File: src/rtl/servo_angle_sequencer.sv
// Servo angle sequencer: conditions the board buttons and the sweep switch, then steps the
// 3-bit angle code either by hand (up/down) or by an automatic bouncing sweep.
//
// state     | meaning
// ----------+-----------------------------------------------------------
// ST_OFF    | servo idle, degree forced to 0, waits for a center press
// ST_MANUAL | up/down presses step degree within 1..7
// ST_SWEEP  | degree bounces 1..7..1, one step per dwell period

module servo_angle_sequencer #(
   parameter int DEBOUNCE_CYCLES = 200000,
   parameter int DWELL_CYCLES    = 5000000
) (
   input  logic       clk_10MHz,
   input  logic       reset,
   input  logic       btn_up,
   input  logic       btn_down,
   input  logic       btn_center,
   input  logic       sw_sweep,
   output logic [2:0] degree,
   output logic [1:0] mode,
   output logic       sweep_dir
);

   localparam int DB_W = $clog2(DEBOUNCE_CYCLES);
   localparam int DW_W = $clog2(DWELL_CYCLES);
   localparam logic [DB_W-1:0] DB_LAST = DB_W'(DEBOUNCE_CYCLES - 1);
   localparam logic [DW_W-1:0] DW_LAST = DW_W'(DWELL_CYCLES - 1);

   typedef enum logic [1:0] {
      ST_OFF    = 2'd0,
      ST_MANUAL = 2'd1,
      ST_SWEEP  = 2'd2
   } state_t;

   // bit order everywhere below: {sw_sweep, btn_center, btn_down, btn_up}
   logic [3:0]      raw_d;
   logic [3:0]      sync1_q;
   logic [3:0]      sync2_q;
   logic [3:0]      level_q;
   logic [3:0]      level_dly_q;
   logic [2:0]      press_q;
   logic [DB_W-1:0] db_cnt_q [4];

   state_t          state_q;
   logic [2:0]      degree_q;
   logic            dir_q;
   logic [DW_W-1:0] dwell_q;

   logic            up_p;
   logic            down_p;
   logic            center_p;
   logic            sweep_lvl;

   assign raw_d = {sw_sweep, btn_center, btn_down, btn_up};

   always_ff @(posedge clk_10MHz) begin
      if (!reset) begin
         sync1_q     <= '0;
         sync2_q     <= '0;
         level_q     <= '0;
         level_dly_q <= '0;
         press_q     <= '0;
         for (int i = 0; i < 4; i++) begin
            db_cnt_q[i] <= '0;
         end
      end else begin
         sync1_q     <= raw_d;
         sync2_q     <= sync1_q;
         level_dly_q <= level_q;
         press_q     <= level_q[2:0] & ~level_dly_q[2:0];
         for (int i = 0; i < 4; i++) begin
            if (sync2_q[i] == level_q[i]) begin
               db_cnt_q[i] <= '0;
            end else if (db_cnt_q[i] == DB_LAST) begin
               level_q[i]  <= sync2_q[i];
               db_cnt_q[i] <= '0;
            end else begin
               db_cnt_q[i] <= db_cnt_q[i] + DB_W'(1);
            end
         end
      end
   end

   // The switch is taken from the delayed level so it reaches the FSM on the same cycle
   // a button press would, keeping input-to-output latency identical for all inputs.
   assign up_p      = press_q[0];
   assign down_p    = press_q[1];
   assign center_p  = press_q[2];
   assign sweep_lvl = level_dly_q[3];

   always_ff @(posedge clk_10MHz) begin
      if (!reset) begin
         state_q  <= ST_OFF;
         degree_q <= 3'd0;
         dir_q    <= 1'b1;
         dwell_q  <= '0;
      end else begin
         case (state_q)
            ST_OFF: begin
               degree_q <= 3'd0;
               dwell_q  <= '0;
               if (center_p) begin
                  state_q  <= ST_MANUAL;
                  degree_q <= 3'd1;
               end
            end
            ST_MANUAL: begin
               dwell_q <= '0;
               if (center_p) begin
                  state_q  <= ST_OFF;
                  degree_q <= 3'd0;
               end else if (sweep_lvl) begin
                  state_q <= ST_SWEEP;
                  dir_q   <= (degree_q != 3'd7);
               end else if (up_p && !down_p && degree_q != 3'd7) begin
                  degree_q <= degree_q + 3'd1;
               end else if (down_p && !up_p && degree_q > 3'd1) begin
                  degree_q <= degree_q - 3'd1;
               end
            end
            ST_SWEEP: begin
               if (center_p) begin
                  state_q  <= ST_OFF;
                  degree_q <= 3'd0;
                  dwell_q  <= '0;
               end else if (!sweep_lvl) begin
                  state_q <= ST_MANUAL;
                  dwell_q <= '0;
               end else if (dwell_q == DW_LAST) begin
                  dwell_q <= '0;
                  if (dir_q) begin
                     degree_q <= degree_q + 3'd1;
                     if (degree_q == 3'd6) dir_q <= 1'b0;
                  end else begin
                     degree_q <= degree_q - 3'd1;
                     if (degree_q == 3'd2) dir_q <= 1'b1;
                  end
               end else begin
                  dwell_q <= dwell_q + DW_W'(1);
               end
            end
            default: begin
               state_q  <= ST_OFF;
               degree_q <= 3'd0;
               dwell_q  <= '0;
            end
         endcase
      end
   end

   assign degree    = degree_q;
   assign mode      = state_q;
   assign sweep_dir = dir_q;

endmodule
File: config.mk
export PLATFORM = sky130hd
export DESIGN_NAME = servo_angle_sequencer
export DESIGN_NICKNAME = d
export VERILOG_FILES = /design/src/rtl/servo_angle_sequencer.sv
export SDC_FILE = /design/constraint.sdc
export NUM_CORES = 1
export LEC_CHECK = 0
export ABC_AREA = 0
export CORE_ASPECT_RATIO = 2
export CORE_MARGIN = 2
export CORE_UTILIZATION = 35
export CTS_CLUSTER_SIZE = 12
export DETAILED_ROUTE_END_ITERATION = 8
export PLACE_DENSITY = 0.48
export SETUP_SLACK_MARGIN = 0.4
export SYNTH_ARGS = -nofsm -noshare
export SYNTH_HDL_FRONTEND = slang
export SYNTH_SLANG_ARGS = --single-unit
File: constraint.sdc
create_clock -name clk_10MHz -period 2.4 [get_ports clk_10MHz]
set_input_delay 0.48 -clock clk_10MHz [delete_from_list [all_inputs] [get_ports clk_10MHz]]
set_output_delay 0.48 -clock clk_10MHz [all_outputs]
set_load 0.005 [all_outputs]
==> results of run 1 <==
[cell type report]
cell class | count | area, um2 | share of cell area (%)
Clock inverter | 13 | 131 | 1.77
Multi-Input combinational cell | 502 | 3060 | 41.2
Tap cell | 207 | 259 | 3.48
Clock buffer | 19 | 433 | 5.82
Timing Repair Buffer | 37 | 373 | 5.01
Inverter | 15 | 56.3 | 0.757
Sequential cell | 120 | 3120 | 42.0
[final timing paths]
kind | startpoint | cells past startpoint | endpoint | slack (ns)
worst min register to register | level_dly_q[2] | 1 | press_q[2] | 0.38
worst max-delay path | db_cnt_q[2][12] | 6 | db_cnt_q[2][10] | 0.28
worst min-delay path | level_dly_q[2] | 1 | press_q[2] | 0.38
worst max register to register | db_cnt_q[2][12] | 6 | db_cnt_q[2][10] | 0.28
[where the power goes]
group / switching (mW) / total (mW) / internal, mW
logic: 0.0833 / 0.157 / 0.0740
registers: 0.0580 / 2.30 / 2.24
clock network: 0.909 / 2.43 / 1.52
[registers in the layout, indices dropped and copies added, names as in the netlist, named ones only]
register / flops
sync1_q: 4
db_cnt_q: 72
level_dly_q: 4
degree: 3
sync2_q: 4
press_q: 3
mode: 2
dwell_q: 23
level_q: 4
[metrics by stage]
| stage | util (%) | cells |
|---|---|---|
| 2_1_floorplan | - | 651 |
| 3_3_place_gp | 39.6 | 868 |
| 3_5_place_dp | 39.6 | 868 |
| 4_1_cts | 43.3 | 906 |
| 5_1_grt | 44.8 | 913 |
| 6_report | 44.8 | 913 |
[cells by family after synthesis]
logic type	count (synthesis)	synth area share, %
compound gates	17	1.98
xor+xnor	91	13.6
fa+ha+maj	9	1.92
buf+inv	29	2.17
flops	120	53.1
mux	6	1.02
other cells	1	0.0638
simple gates	307	26.2
[repair_timing]
action / 4_1_cts / 5_1_grt
gates cloned: 0 / 3
gates resized for setup: 2 / 42
endpoints found under the hold margin: 0 / 0
pin swaps: 1 / 16
setup buffers: 6 / 4
setup endpoints to repair: 35 / 62
[layer usage]
metal / share of wire, % / track usage, % / routed length, um
met1: 50 / 17.0 / 5350
met2: 46 / 19.5 / 4980
met3: 2.6 / 3.38 / 278
met4: 1.4 / 5.22 / 149
met5: 0 / 0 / 0
[cell usage in the layout, fill, tap and decap left out, drive strengths merged, types with 2 or more instances in the layout]
cell type and n:
ha 9, and3 17, mux2i 6, edfxtp 72, or4b 2, nor4b 4
clkdlybuf4s50 11, nor4bb 2, conb 72, nand4bb 3, o21a 2, clkinv 8
or2 2, nand3 45, xor2 55, nand2 29, clkbuf 21, nor3b 3
nor3 9, clkinvlp 4, nor4 12, bufinv 2, and2 12, nor2 124
buf 24, and4 3, dfxtp 48, o22ai 2, nor2b 5, nand2b 4
nand4 21, inv 14, a21oi 4, o21ai 2, or3 4, xnor2 36
or4 4
[critical path, cell delays in order (launching register included)]
cell and delay [ns]:
sky130_fd_sc_hd__edfxtp_1 0.43, sky130_fd_sc_hd__or4b_1 0.56, sky130_fd_sc_hd__nor4_1 0.23, sky130_fd_sc_hd__and3_4 0.25
sky130_fd_sc_hd__or3_4 0.19, sky130_fd_sc_hd__clkbuf_16 0.17, sky130_fd_sc_hd__nor2_4 0.03
==> flow_summary.toml, run 1 <==
[yosys]
synth_top_cells_by_count = "sky130_fd_sc_hd__nor2_1 (124), sky130_fd_sc_hd__edfxtp_1 (72), sky130_fd_sc_hd__xor2_1 (55), sky130_fd_sc_hd__dfxtp_1 (48), sky130_fd_sc_hd__nand3_1 (45)"
netlist_top_cells_area = "sky130_fd_sc_hd__edfxtp_1 (37%), sky130_fd_sc_hd__dfxtp_1 (16%), sky130_fd_sc_hd__xor2_1 (8.2%), sky130_fd_sc_hd__nor2_1 (7.9%), sky130_fd_sc_hd__xnor2_1 (5.4%)"
yosys_synthesis_warning_count = 0
async_flop_share_pct = 0
synth-seq-area-share_pct = 53.1
synth_flop_cell = "sky130_fd_sc_hd__edfxtp_1"
synth_enable_flop_cells = 72
synth_area_leader_cell = "sky130_fd_sc_hd__edfxtp_1"
syn_area_per_cell_um2 = 10.1
post_synth_num_cell_types = 49
synth_seq_cells = 120
synthCells = 580
mappedNetlistArea_um2 = 5880
yosysMostFrequentCell = "sky130_fd_sc_hd__nor2_1"
synthDominantCellAreaShare_pct = 36.8

[timing]
layout_worst_path_cycle_share_pct = 88.3
slew_violations = 0
worst_clock_skew_ns = 0.00848
setup-violations-final = 0
final_critical_path_setup_slack_ns = 0.281
hold_slack_ns = 0.379
fin_crit_ns = 2.12
grt_setup_unrepaired = "true"
max_freq_mhz = 472
final-hold-violation-count = 0
totalNegativeSetupSlack_ns = 0

[route]
vias = 4199
detail_route.vias_per_cell = 4.60
drt_drc_violations_left = 0
routed_wl_um = 10800
detailed_routing_iterations_pass_1 = 6
antenna_left = 0
wl_per_cell_um = 11.8
detailedRoute.firstIterationViolations = 134

[floorplanning]
die_height_um = 187
floorplan.initialDensity_pct = 35.4
core_area_um2 = 16600
rows = 67
design.portCount = 12
die_area_um2 = 17900
die-width_um = 95.6

[clock_tree]
max-clock-path-buffers = 2
cts_hold_repair.buffers = 0
clock_sink_count = 120
cts.clk_slew.worst_paths_ns = 0.05
htree_num_levels = 4
cts_buffers = 17
cts_tree = "yes"
cts_root_buffer = "sky130_fd_sc_hd__clkbuf_16"
clk-insertion-delay-late_ns = 0.41

[power]
p_leak_nw = 2.63
vdd_drop_max_mv = 0.406
total_chip_power_mw = 4.88
power_density_nw_per_um2 = 656

[global_routing]
grt-ovfl-total = 0
pin_count_of_the_biggest_net_entering_global_routing = 24
grt_first_pass_wirelength_um = 18300
grt_util_overall_pct = 12.8
grt_pass1_vias = 3988
number_of_antenna_violations_at_the_first_check_in_global_routing = 0

[placement]
post-dp-hpwl_um = 7210
post_dp_cell_area_um2 = 6570
globalplace.congestion = 0.778
numPortBuffers = 11
detailedPlace.worstSlack_ns = 0.319

[critical_path]
worstPathRequired_ns = 2.55
critPathCaptureType = "register"
start_kind = "register"
cp_arrival_ns = 2.27
crit_type = "reg2reg"
timing.critical_path.fanout_max = 4

[final_layout]
antenna_cells_inserted = 0
area_delta_synth_final_pct = 26.6
layout-drive-gt1-share_pct = 13.0
finish.instance_area_um2 = 7440
nNetsFinal = 708
fillers = 1620

[job]
max_cap_violations = 0

[run_status]
status = "complete, no violations"

[hold_path]
hold_class = "reg2reg"
Power figures use the tool's default switching activity.
==> inputs of run 2 (changes only) <==
--- a/config.mk
+++ b/config.mk
@@ -12,6 +12,7 @@
 export CTS_CLUSTER_SIZE = 12
 export DETAILED_ROUTE_END_ITERATION = 8
 export PLACE_DENSITY = 0.48
+export REMOVE_ABC_BUFFERS = 1
 export SETUP_SLACK_MARGIN = 0.4
 export SYNTH_ARGS = -nofsm -noshare
 export SYNTH_HDL_FRONTEND = slang
==> run 2 against run 1 <==
Effect of this change: hold slack better by 0.0098 ns; setup slack better by 0.19 ns; non-clock buffer count fell by 1; first-iteration DRC count down 5.2%; design area fell by 1.6%; critical path depth stayed put; core utilization decreased by 0.73 points; final cell count shrank 0.11%; routed wire length increased by 0.46%; clock power increased by 5%; register-to-register slack better by 0.19 ns; largest power group unchanged; largest cell class unchanged.
==> flow_summary.toml, run 2 (same netlist as run 1, synthesis figures left out) <==
[clock_tree]
cts_hold_repair.buffers = 0
clk-insertion-delay-late_ns = 0.41
cts_root_buffer = "sky130_fd_sc_hd__clkbuf_16"
cts.clk_slew.worst_paths_ns = 0.06
htree_num_levels = 4
cts_buffers = 17
clock_sink_count = 120
max-clock-path-buffers = 2
cts_tree = "yes"

[floorplanning]
die-width_um = 95.6
floorplan.initialDensity_pct = 35.4
die_height_um = 187
die_area_um2 = 17900
design.portCount = 12
core_area_um2 = 16600
rows = 67

[route]
antenna_left = 0
detail_route.vias_per_cell = 4.56
vias = 4159
wl_per_cell_um = 11.9
routed_wl_um = 10800
detailed_routing_iterations_pass_1 = 4
detailedRoute.firstIterationViolations = 127
drt_drc_violations_left = 0

[global_routing]
grt_util_overall_pct = 12.9
grt-ovfl-total = 0
grt_first_pass_wirelength_um = 18300
pin_count_of_the_biggest_net_entering_global_routing = 24
number_of_antenna_violations_at_the_first_check_in_global_routing = 0
grt_pass1_vias = 3952

[timing]
totalNegativeSetupSlack_ns = 0
setup-violations-final = 0
slew_violations = 0
max_freq_mhz = 517
layout_worst_path_cycle_share_pct = 80.5
fin_crit_ns = 1.93
final-hold-violation-count = 0
worst_clock_skew_ns = 0.0112
grt_setup_unrepaired = "true"
final_critical_path_setup_slack_ns = 0.468

[final_layout]
largest_reg_flops = 72
antenna_cells_inserted = 0
area_delta_synth_final_pct = 24.5
fillers = 1630
mostFrequentLayoutCell = "sky130_fd_sc_hd__nor2_1"
reg.largest.list = "db_cnt_q x72, dwell_q x23"
leading_cell_types_in_the_layout_fill_and_taps_excluded = "sky130_fd_sc_hd__nor2_1 (124), sky130_fd_sc_hd__edfxtp_1 (72), sky130_fd_sc_hd__conb_1 (72)"
max_flop_register = "db_cnt_q"
layout-drive-gt1-share_pct = 10.9
nNetsFinal = 707

[critical_path]
r2r_end = "db_cnt_q[1][16]"
worstPathRequired_ns = 2.57
r2r_setup_slack_ns = 0.47
timing.critical_path.fanout_max = 8
critPathCaptureType = "register"
crit_type = "reg2reg"
start_kind = "register"
cp_arrival_ns = 2.10
timing.reg2reg.worst_path_depth = 6
worst_r2r_startpoint = "db_cnt_q[1][7]"

[placement]
globalplace.congestion = 0.770
numPortBuffers = 11
detailedPlace.worstSlack_ns = 0.283
post-dp-hpwl_um = 7420

[hold_path]
hold_start = "level_dly_q[0]"
min_to = "press_q[0]"
hold_class = "reg2reg"
hold-path-cell-count = 1

[job]
max_cap_violations = 0

[power]
p_leak_nw = 2.61
vdd_drop_max_mv = 0.447
power_density_nw_per_um2 = 681

[run_status]
status = "complete, no violations"
[run 2: cell count changes in the layout (fill, tap and decap cells not counted), sizes merged]
cell / previous run / this run
bufinv: 2 / 3
clkinvlp: 4 / 2
clkbuf: 21 / 19
buf: 24 / 25
clkinv: 8 / 9
[run 2: power breakdown]
part	total (mW)	internal, mW	switching [mW]
combinational	0.146	0.0704	0.0759
sequential	2.30	2.24	0.0576
clock	2.54	1.62	0.914
[run 2: critical path: stages, from the launching register on]
cell	delay, ns
sky130_fd_sc_hd__edfxtp_1	0.43
sky130_fd_sc_hd__nand4bb_1	0.23
sky130_fd_sc_hd__or4_4	0.51
sky130_fd_sc_hd__nor3_4	0.14
sky130_fd_sc_hd__or2_1	0.16
sky130_fd_sc_hd__buf_4	0.16
sky130_fd_sc_hd__nor2_1	0.06
[run 2: routing by layer]
layer / GRT usage [%] / part of all wire [%] / vias to the layer above
li1: - / - / 2181
met1: 16.7 / 48 / 1921
met2: 19.9 / 47 / 42
met3: 3.06 / 2.4 / 15
met4: 6.04 / 2.0 / 0
met5: 0 / 0 / -
[run 2: what timing repair did]
action / in CTS / in global routing
pin swaps: 1 / 2
setup endpoints to repair: 48 / 58
gates resized for setup: 3 / 19
hold endpoints to repair: 0 / 0
setup buffers: 8 / 7
[run 2: metrics by stage]
stage                     instance area, um2  total power, mW  hold WS, ns  std cells  utilization, %
final                                   7320             4.98        0.389        912            44.1
after detailed placement                6530             2.47        0.376        865            39.3
after floorplan                         6070             2.42        0.367        637               -
after CTS                               7190             5.05        0.388        905            43.3
after global routing                    7320             5.18        0.403        912            44.1
after global placement                  6530             2.47        0.373        865            39.3
[run 2: layout make-up]
cell class,count,area (um2),area share (%)
Clock buffer,19,433,5.91
Clock inverter,13,155,2.12
Inverter,15,56.3,0.769
Multi-Input combinational cell,502,2970,40.6
Sequential cell,120,3130,42.7
Tap cell,207,259,3.54
Timing Repair Buffer,36,314,4.29
[run 2: how the worst max path moves through the flow]
stage               slack (ns)             from         endpoint
finish                    0.47   db_cnt_q[1][7]  db_cnt_q[1][16]
detailed placement        0.28            reset  db_cnt_q[3][10]
CTS                       0.40  db_cnt_q[1][12]   db_cnt_q[1][7]
floorplan                 0.35   db_cnt_q[1][6]  db_cnt_q[1][10]
global placement          0.29            reset  db_cnt_q[2][15]
global route              0.36   db_cnt_q[1][7]  db_cnt_q[1][16]
